### src/rtl/impulse_voice_pkg.sv
// ----------------------------------------------------------------------------
// impulse_voice_pkg
//   Shared types and helpers for the noise-oscillator voice allocator.
//   - ev_kind_t          : event kinds carried on ev_kind
//   - alloc_state_t      : allocator FSM states
//   - VOL_SHIFT / VOL_W  : velocity-to-volume scaling and volume width
//   - velocity_to_volume : maps a 7-bit velocity onto the 17-bit signed volume
// ----------------------------------------------------------------------------
package impulse_voice_pkg;

    typedef enum logic [1:0] {
        NOTE_OFF = 2'd0,
        NOTE_ON  = 2'd1,
        ALL_OFF  = 2'd2,
        RSVD     = 2'd3
    } ev_kind_t;

    typedef enum logic [1:0] {
        IDLE  = 2'd0,
        SCAN  = 2'd1,
        APPLY = 2'd2
    } alloc_state_t;

    localparam int VOL_SHIFT = 8;
    localparam int VOL_W     = 17;

    // {2'b00, velocity, 8'b0}: the top bit stays clear, so the signed volume
    // is never negative; the oscillator supplies polarity.
    function automatic logic [VOL_W-1:0] velocity_to_volume(input logic [6:0] vel);
        return VOL_W'(vel) << VOL_SHIFT;
    endfunction

endpackage

### src/rtl/noise_voice_alloc.sv
// ----------------------------------------------------------------------------
// noise_voice_alloc
//   Voice allocator for a bank of osc_noise oscillators. Accepts note events
//   over a valid/ready handshake, scans the slots one per cycle, then applies
//   the event in a single cycle (retrigger > free slot > steal oldest).
//
// Ports
//   clk, rst       : clock, synchronous active-high reset
//   ev_valid/ready : event handshake (ready is low while an event is in flight)
//   ev_kind        : 0 note-off, 1 note-on, 2 all-off, 3 reserved (no effect)
//   ev_note        : MIDI note number
//   ev_velocity    : MIDI velocity (note-on with 0 acts as note-off)
//   voice_en       : per-slot oscillator enable
//   voice_note     : per-slot note, slot i at [8i+7:8i]
//   voice_volume   : per-slot signed volume, slot i at [17i+16:17i]
//   steal          : one-cycle pulse when a note-on took over an active voice
// ----------------------------------------------------------------------------
module noise_voice_alloc
    import impulse_voice_pkg::*;
#(
    parameter int NUM_VOICES = 4,
    parameter int AGE_W      = 8
) (
    input  logic                        clk,
    input  logic                        rst,
    input  logic                        ev_valid,
    output logic                        ev_ready,
    input  logic [1:0]                  ev_kind,
    input  logic [7:0]                  ev_note,
    input  logic [6:0]                  ev_velocity,
    output logic [NUM_VOICES-1:0]       voice_en,
    output logic [8*NUM_VOICES-1:0]     voice_note,
    output logic [VOL_W*NUM_VOICES-1:0] voice_volume,
    output logic                        steal
);

    localparam int IDX_W = $clog2(NUM_VOICES);
    localparam logic [IDX_W-1:0] LAST_IDX = IDX_W'(NUM_VOICES - 1);

    alloc_state_t     state_q;
    ev_kind_t         kind_q;
    logic [7:0]       evt_note_q;
    logic [6:0]       vel_q;
    logic [IDX_W-1:0] idx_q;

    logic             match_found_q, free_found_q, oldest_found_q;
    logic [IDX_W-1:0] match_idx_q, free_idx_q, oldest_idx_q;
    logic [AGE_W-1:0] oldest_age_q;

    logic             en_q   [NUM_VOICES];
    logic [7:0]       vnote_q[NUM_VOICES];
    logic [VOL_W-1:0] vol_q  [NUM_VOICES];
    logic [AGE_W-1:0] age_q  [NUM_VOICES];
    logic             steal_q;

    // Slot under examination during SCAN.
    logic             cur_en;
    logic [7:0]       cur_note;
    logic [AGE_W-1:0] cur_age;

    // Decisions made in APPLY from the scan results.
    logic             note_on_eff, note_off_eff, take_steal;
    logic [IDX_W-1:0] tgt_idx;

    assign ev_ready = (state_q == IDLE) && !rst;
    assign steal    = steal_q;

    // NOTE: every always_comb output gets a default first, so no path leaves
    // a signal unassigned and no latch is inferred.
    always_comb begin
        cur_en       = en_q[idx_q];
        cur_note     = vnote_q[idx_q];
        cur_age      = age_q[idx_q];
        note_on_eff  = (kind_q == NOTE_ON) && (vel_q != 7'd0);
        note_off_eff = (kind_q == NOTE_OFF) || ((kind_q == NOTE_ON) && (vel_q == 7'd0));
        take_steal   = 1'b0;
        tgt_idx      = oldest_idx_q;
        if (match_found_q) begin
            tgt_idx = match_idx_q;
        end else if (free_found_q) begin
            tgt_idx = free_idx_q;
        end else begin
            // No free slot means every slot is active, so an oldest exists.
            take_steal = 1'b1;
        end
    end

    // NOTE: sequential state uses non-blocking assignments only, so every
    // register samples the values from before the edge.
    always_ff @(posedge clk) begin
        if (rst) begin
            state_q        <= IDLE;
            kind_q         <= NOTE_OFF;
            evt_note_q     <= '0;
            vel_q          <= '0;
            idx_q          <= '0;
            match_found_q  <= 1'b0;
            free_found_q   <= 1'b0;
            oldest_found_q <= 1'b0;
            match_idx_q    <= '0;
            free_idx_q     <= '0;
            oldest_idx_q   <= '0;
            oldest_age_q   <= '0;
            steal_q        <= 1'b0;
            // NOTE: the voice arrays are a handful of flops driving outputs,
            // not a RAM, so they are reset like any other register.
            for (int i = 0; i < NUM_VOICES; i++) begin
                en_q[i]    <= 1'b0;
                vnote_q[i] <= '0;
                vol_q[i]   <= '0;
                age_q[i]   <= '0;
            end
        end else begin
            steal_q <= 1'b0;
            case (state_q)
                IDLE: begin
                    if (ev_valid) begin
                        kind_q         <= ev_kind_t'(ev_kind);
                        evt_note_q     <= ev_note;
                        vel_q          <= ev_velocity;
                        match_found_q  <= 1'b0;
                        free_found_q   <= 1'b0;
                        oldest_found_q <= 1'b0;
                        match_idx_q    <= '0;
                        free_idx_q     <= '0;
                        oldest_idx_q   <= '0;
                        oldest_age_q   <= '0;
                        idx_q          <= '0;
                        state_q        <= SCAN;
                    end
                end

                SCAN: begin
                    // Each record keeps its first hit, so the lowest index wins.
                    if (cur_en && (cur_note == evt_note_q) && !match_found_q) begin
                        match_found_q <= 1'b1;
                        match_idx_q   <= idx_q;
                    end
                    if (!cur_en && !free_found_q) begin
                        free_found_q <= 1'b1;
                        free_idx_q   <= idx_q;
                    end
                    // Strict compare: an equal age does not displace a lower index.
                    if (cur_en && (!oldest_found_q || (cur_age > oldest_age_q))) begin
                        oldest_found_q <= 1'b1;
                        oldest_idx_q   <= idx_q;
                        oldest_age_q   <= cur_age;
                    end
                    if (idx_q == LAST_IDX) begin
                        state_q <= APPLY;
                    end else begin
                        idx_q <= idx_q + 1'b1;
                    end
                end

                APPLY: begin
                    for (int i = 0; i < NUM_VOICES; i++) begin
                        if (kind_q == ALL_OFF) begin
                            en_q[i]  <= 1'b0;
                            vol_q[i] <= '0;
                            age_q[i] <= '0;
                        end else if (note_on_eff) begin
                            if (IDX_W'(i) == tgt_idx) begin
                                en_q[i]    <= 1'b1;
                                vnote_q[i] <= evt_note_q;
                                vol_q[i]   <= velocity_to_volume(vel_q);
                                age_q[i]   <= '0;
                            end else if (en_q[i] && !(&age_q[i])) begin
                                age_q[i] <= age_q[i] + 1'b1;
                            end
                        end else if (note_off_eff && match_found_q &&
                                     (IDX_W'(i) == match_idx_q)) begin
                            en_q[i]  <= 1'b0;
                            vol_q[i] <= '0;
                            age_q[i] <= '0;
                        end
                    end
                    steal_q <= note_on_eff && take_steal;
                    state_q <= IDLE;
                end

                default: state_q <= IDLE;
            endcase
        end
    end

    for (genvar g = 0; g < NUM_VOICES; g++) begin : g_flatten
        assign voice_en[g]                  = en_q[g];
        assign voice_note[8*g +: 8]         = vnote_q[g];
        assign voice_volume[VOL_W*g +: VOL_W] = vol_q[g];
    end

endmodule

### config.mk
export PLATFORM = sky130hd
export DESIGN_NAME = noise_voice_alloc
export DESIGN_NICKNAME = d
export VERILOG_FILES = /design/src/rtl/impulse_voice_pkg.sv /design/src/rtl/noise_voice_alloc.sv
export SDC_FILE = /design/constraint.sdc
export NUM_CORES = 1
export LEC_CHECK = 0
export CAP_MARGIN = 10
export CORE_ASPECT_RATIO = 1.4
export CORE_MARGIN = 10
export CORE_UTILIZATION = 34
export DETAILED_ROUTE_END_ITERATION = 7
export GPL_ROUTABILITY_DRIVEN = 0
export PLACE_DENSITY_LB_ADDON = 0.1
export SLEW_MARGIN = 0
export SYNTH_ARGS = -nofsm -noshare
export SYNTH_HDL_FRONTEND = slang
export SYNTH_SLANG_ARGS = --single-unit
### constraint.sdc
create_clock -name clk -period 4.36 [get_ports clk]
set_clock_uncertainty 0.2 [all_clocks]
set_input_delay 0.654 -clock clk [delete_from_list [all_inputs] [get_ports clk]]
set_output_delay 0.654 -clock clk [all_outputs]
set_load 0.03 [all_outputs]
==> out/summary.txt <==
WL/cell = 18.6 µm
Unrepaired setup endpoints after global routing = false
Status = completed
RR Endpoint = oldest_age_q[5]
Slew headroom = 20.8%
Drt total wl = 17700 µm
H-Tree Depth = 4
Initial cell density of the core = 34.8%
Fin. Hold Viols = 0
Worst skew pair latency = 0.42 ns
Top Ports = 126
Worst path slowest cell = dfxtp_1
Vert. Die Dim = 187 µm
DRT iter0 DRCs = 238
CP Capture Type = register
Setup TNS Final = 0 ns
FFs w/ async S/R, synth = 0%
Via Count = 4531
Crit path time final = 3.21 ns
Placed Area = 7660 µm²
Peak Freq = 312 MHz
Antenna Nets Post-Route = 0
TritonRoute pass-1 iters = 4
Critical path startpoint category = register
Crit-path max FO = 11
Cell breakdown of the critical path = buf_4 -> mux4_2 -> ha_1 -> a21oi_1 -> nor2b_1 -> o31ai_4 -> nand2_2 -> o31ai_1
TritonCTS clock tree = built
Global Route Usage Sum = 13.4%
Hold/Removal Path Class = reg -> reg
Clock tree buffer depth = 2
Number of synthesized flops with an enable pin = 96
Post-route cell area = 8250 µm²
Initial antenna violation count = 0
Buffers on Ports = 85
Antenna cells = 0
Drt via density = 4.76
Yosys cell types = 54
Netlist area before placement = 6740 µm²
GR Overflow Total = 0
Fin crit share = 73.6%
Post-CTS Resized = 0
Pwr/cell area = 392 nW/µm²
FF+latch count, synth = 137
Leakage Power = 2.98 nW
CTS Hold Buffers Added = 0
Vias in the first global route = 4767
Critical path arrival = 3.33 ns
Top FF cell, synth = edfxtp_1
Ys Warns = 0
# Post-CTS Setup Buffers = 0
Mapped Cells = 605
Final setup fails = 0
Final core utilization = 42.6%
Clock-pin slew on the worst setup and hold paths = 0.06 ns
Die width = 139 µm
DR DRC count = 0
CP delay by family, top = compound AO/OA/AOI/OAI gates
Worst slew pin tran = 1.19 ns
First-pass GRT wire length = 27400 µm
Final WS setup = 1.15 ns
Core area = 19400 µm²
CTS sink cnt = 137
Layout cells sized above 1 = 10.2%
Post-synthesis sequential area ratio = 55.0%
CP Depth = 8
Fin. max-slew vios = 0
Row Count = 60
Syn avg cell area = 11.1 µm²
CTS Buf Count = 17
Setup CP Type = reg -> reg
Crit-path max cell delay = 0.55 ns
R2r setup slk = 1.15 ns
Die area = 25900 µm²
Crit path buffers/inverters = 1
CP Data Required Time = 4.48 ns
Root Driver = clkbuf_16
Final HPWL DP = 13700 µm
Nets = 723
P&R area growth vs syn = 22.5%
Place WS = 1.14 ns
Peak supply drop = 219 µV
Maxcap violations = 0
Critical Path Sink = oldest_age_q[5]
Pin count of the biggest net entering global routing = 31
R2R cell count = 8
cells by family after synthesis:
logic type                 share of synthesized area (%)
DFF                                                 55.0
xor gates and xnor gates                            4.16
muxes                                               7.11
other                                             0.0557
adders and majority gates                           2.41
buffers and inverters                               7.49
and+or+nand+nor                                     17.5
AOI/OAI and AO/OA                                   6.32
power breakdown:
group / leakage (nW) / internal, mW / switching (mW) / total [mW]
Clock: 0.290 / 0.808 / 0.608 / 1.42
Combinational: 1.37 / 0.121 / 0.211 / 0.333
Sequential: 1.33 / 1.43 / 0.0465 / 1.48
Total: 2.98 / 2.36 / 0.866 / 3.23
metrics by stage:
step	power, mW	cells	hold WS [ns]
2_1_floorplan	1.75	644	0.243
6_report	3.23	951	0.271
3_5_place_dp	1.84	918	0.262
4_1_cts	3.26	950	0.271
3_3_place_gp	1.84	918	0.253
5_1_grt	3.35	951	0.301
registers in the layout, indices dropped and copies added (netlist names), 2 cells and up, named ones only:
register and cells:
age_q 32, vnote_q 32, vol_q 28, evt_note_q 8, oldest_age_q 8, vel_q 7, en_q 4, free_idx_q 2
idx_q 2, kind_q 2, match_idx_q 2, oldest_idx_q 2, state_q 2
worst reg2reg max path, delay by kind of cell (launching register included):
| kind | cells | cell delay [ns] |
|---|---|---|
| compound gates | 3 | 0.90 |
| fa+ha+maj | 1 | 0.31 |
| buf+inv | 1 | 0.31 |
| flops | 1 | 0.55 |
| mux | 1 | 0.54 |
| simple gates | 2 | 0.30 |
worst min path at each step:
stage / start / to / slack (ns) / cells past startpoint
finish: free_idx_q[1] / free_idx_q[1] / 0.27 / 2
global route: kind_q[1] / kind_q[1] / 0.30 / 2
floorplan: free_idx_q[1] / free_idx_q[1] / 0.24 / 2
global placement: free_idx_q[0] / free_idx_q[0] / 0.25 / 2
detailed placement: free_idx_q[1] / free_idx_q[1] / 0.26 / 2
CTS: free_idx_q[1] / free_idx_q[1] / 0.27 / 2
metal layers:
metal	GRT usage, %	share of wire [%]
met1	14.3	40
met5	0	0
met3	3.20	3.9
met2	24.9	55
met4	4.99	1.8
synth_stat cells (8+ instances only):
master / count / area [µm²]
dfxtp_1: 41 / 821
o21ai_0: 8 / 40.0
clkbuf_1: 9 / 33.8
and2_1: 16 / 100
nand2b_1: 9 / 56.3
xnor2_1: 19 / 166
edfxtp_1: 96 / 2880
nand2_1: 75 / 282
nand3_1: 15 / 75.1
xor2_1: 13 / 114
inv_1: 13 / 48.8
ha_1: 13 / 163
mux4_2: 13 / 293
buf_4: 46 / 345
nor2_1: 94 / 353
a21oi_1: 27 / 135
area by class of cell:
class / instances / area (µm²)
flip-flops and latches: 137 / 3700
inverters: 13 / 48.8
clock buffers: 17 / 425
repair buffers: 96 / 928
fillers: 1852 / 11100
well taps: 248 / 310
clock inverters: 15 / 158
multi-input cells: 425 / 2680
cell usage in the layout (no fill, tap or decap), types with 15 or more instances in the layout:
cell type,Yosys,layout
nand3_1,15,15
nor2_1,94,94
edfxtp_1,96,96
a21oi_1,27,27
clkdlybuf4s50_1,0,84
and2_1,16,16
xnor2_1,19,19
dfxtp_1,41,41
clkbuf_16,0,17
conb_1,1,40
nand2_1,75,75
No activity file was read; power rests on OpenSTA's default activity.
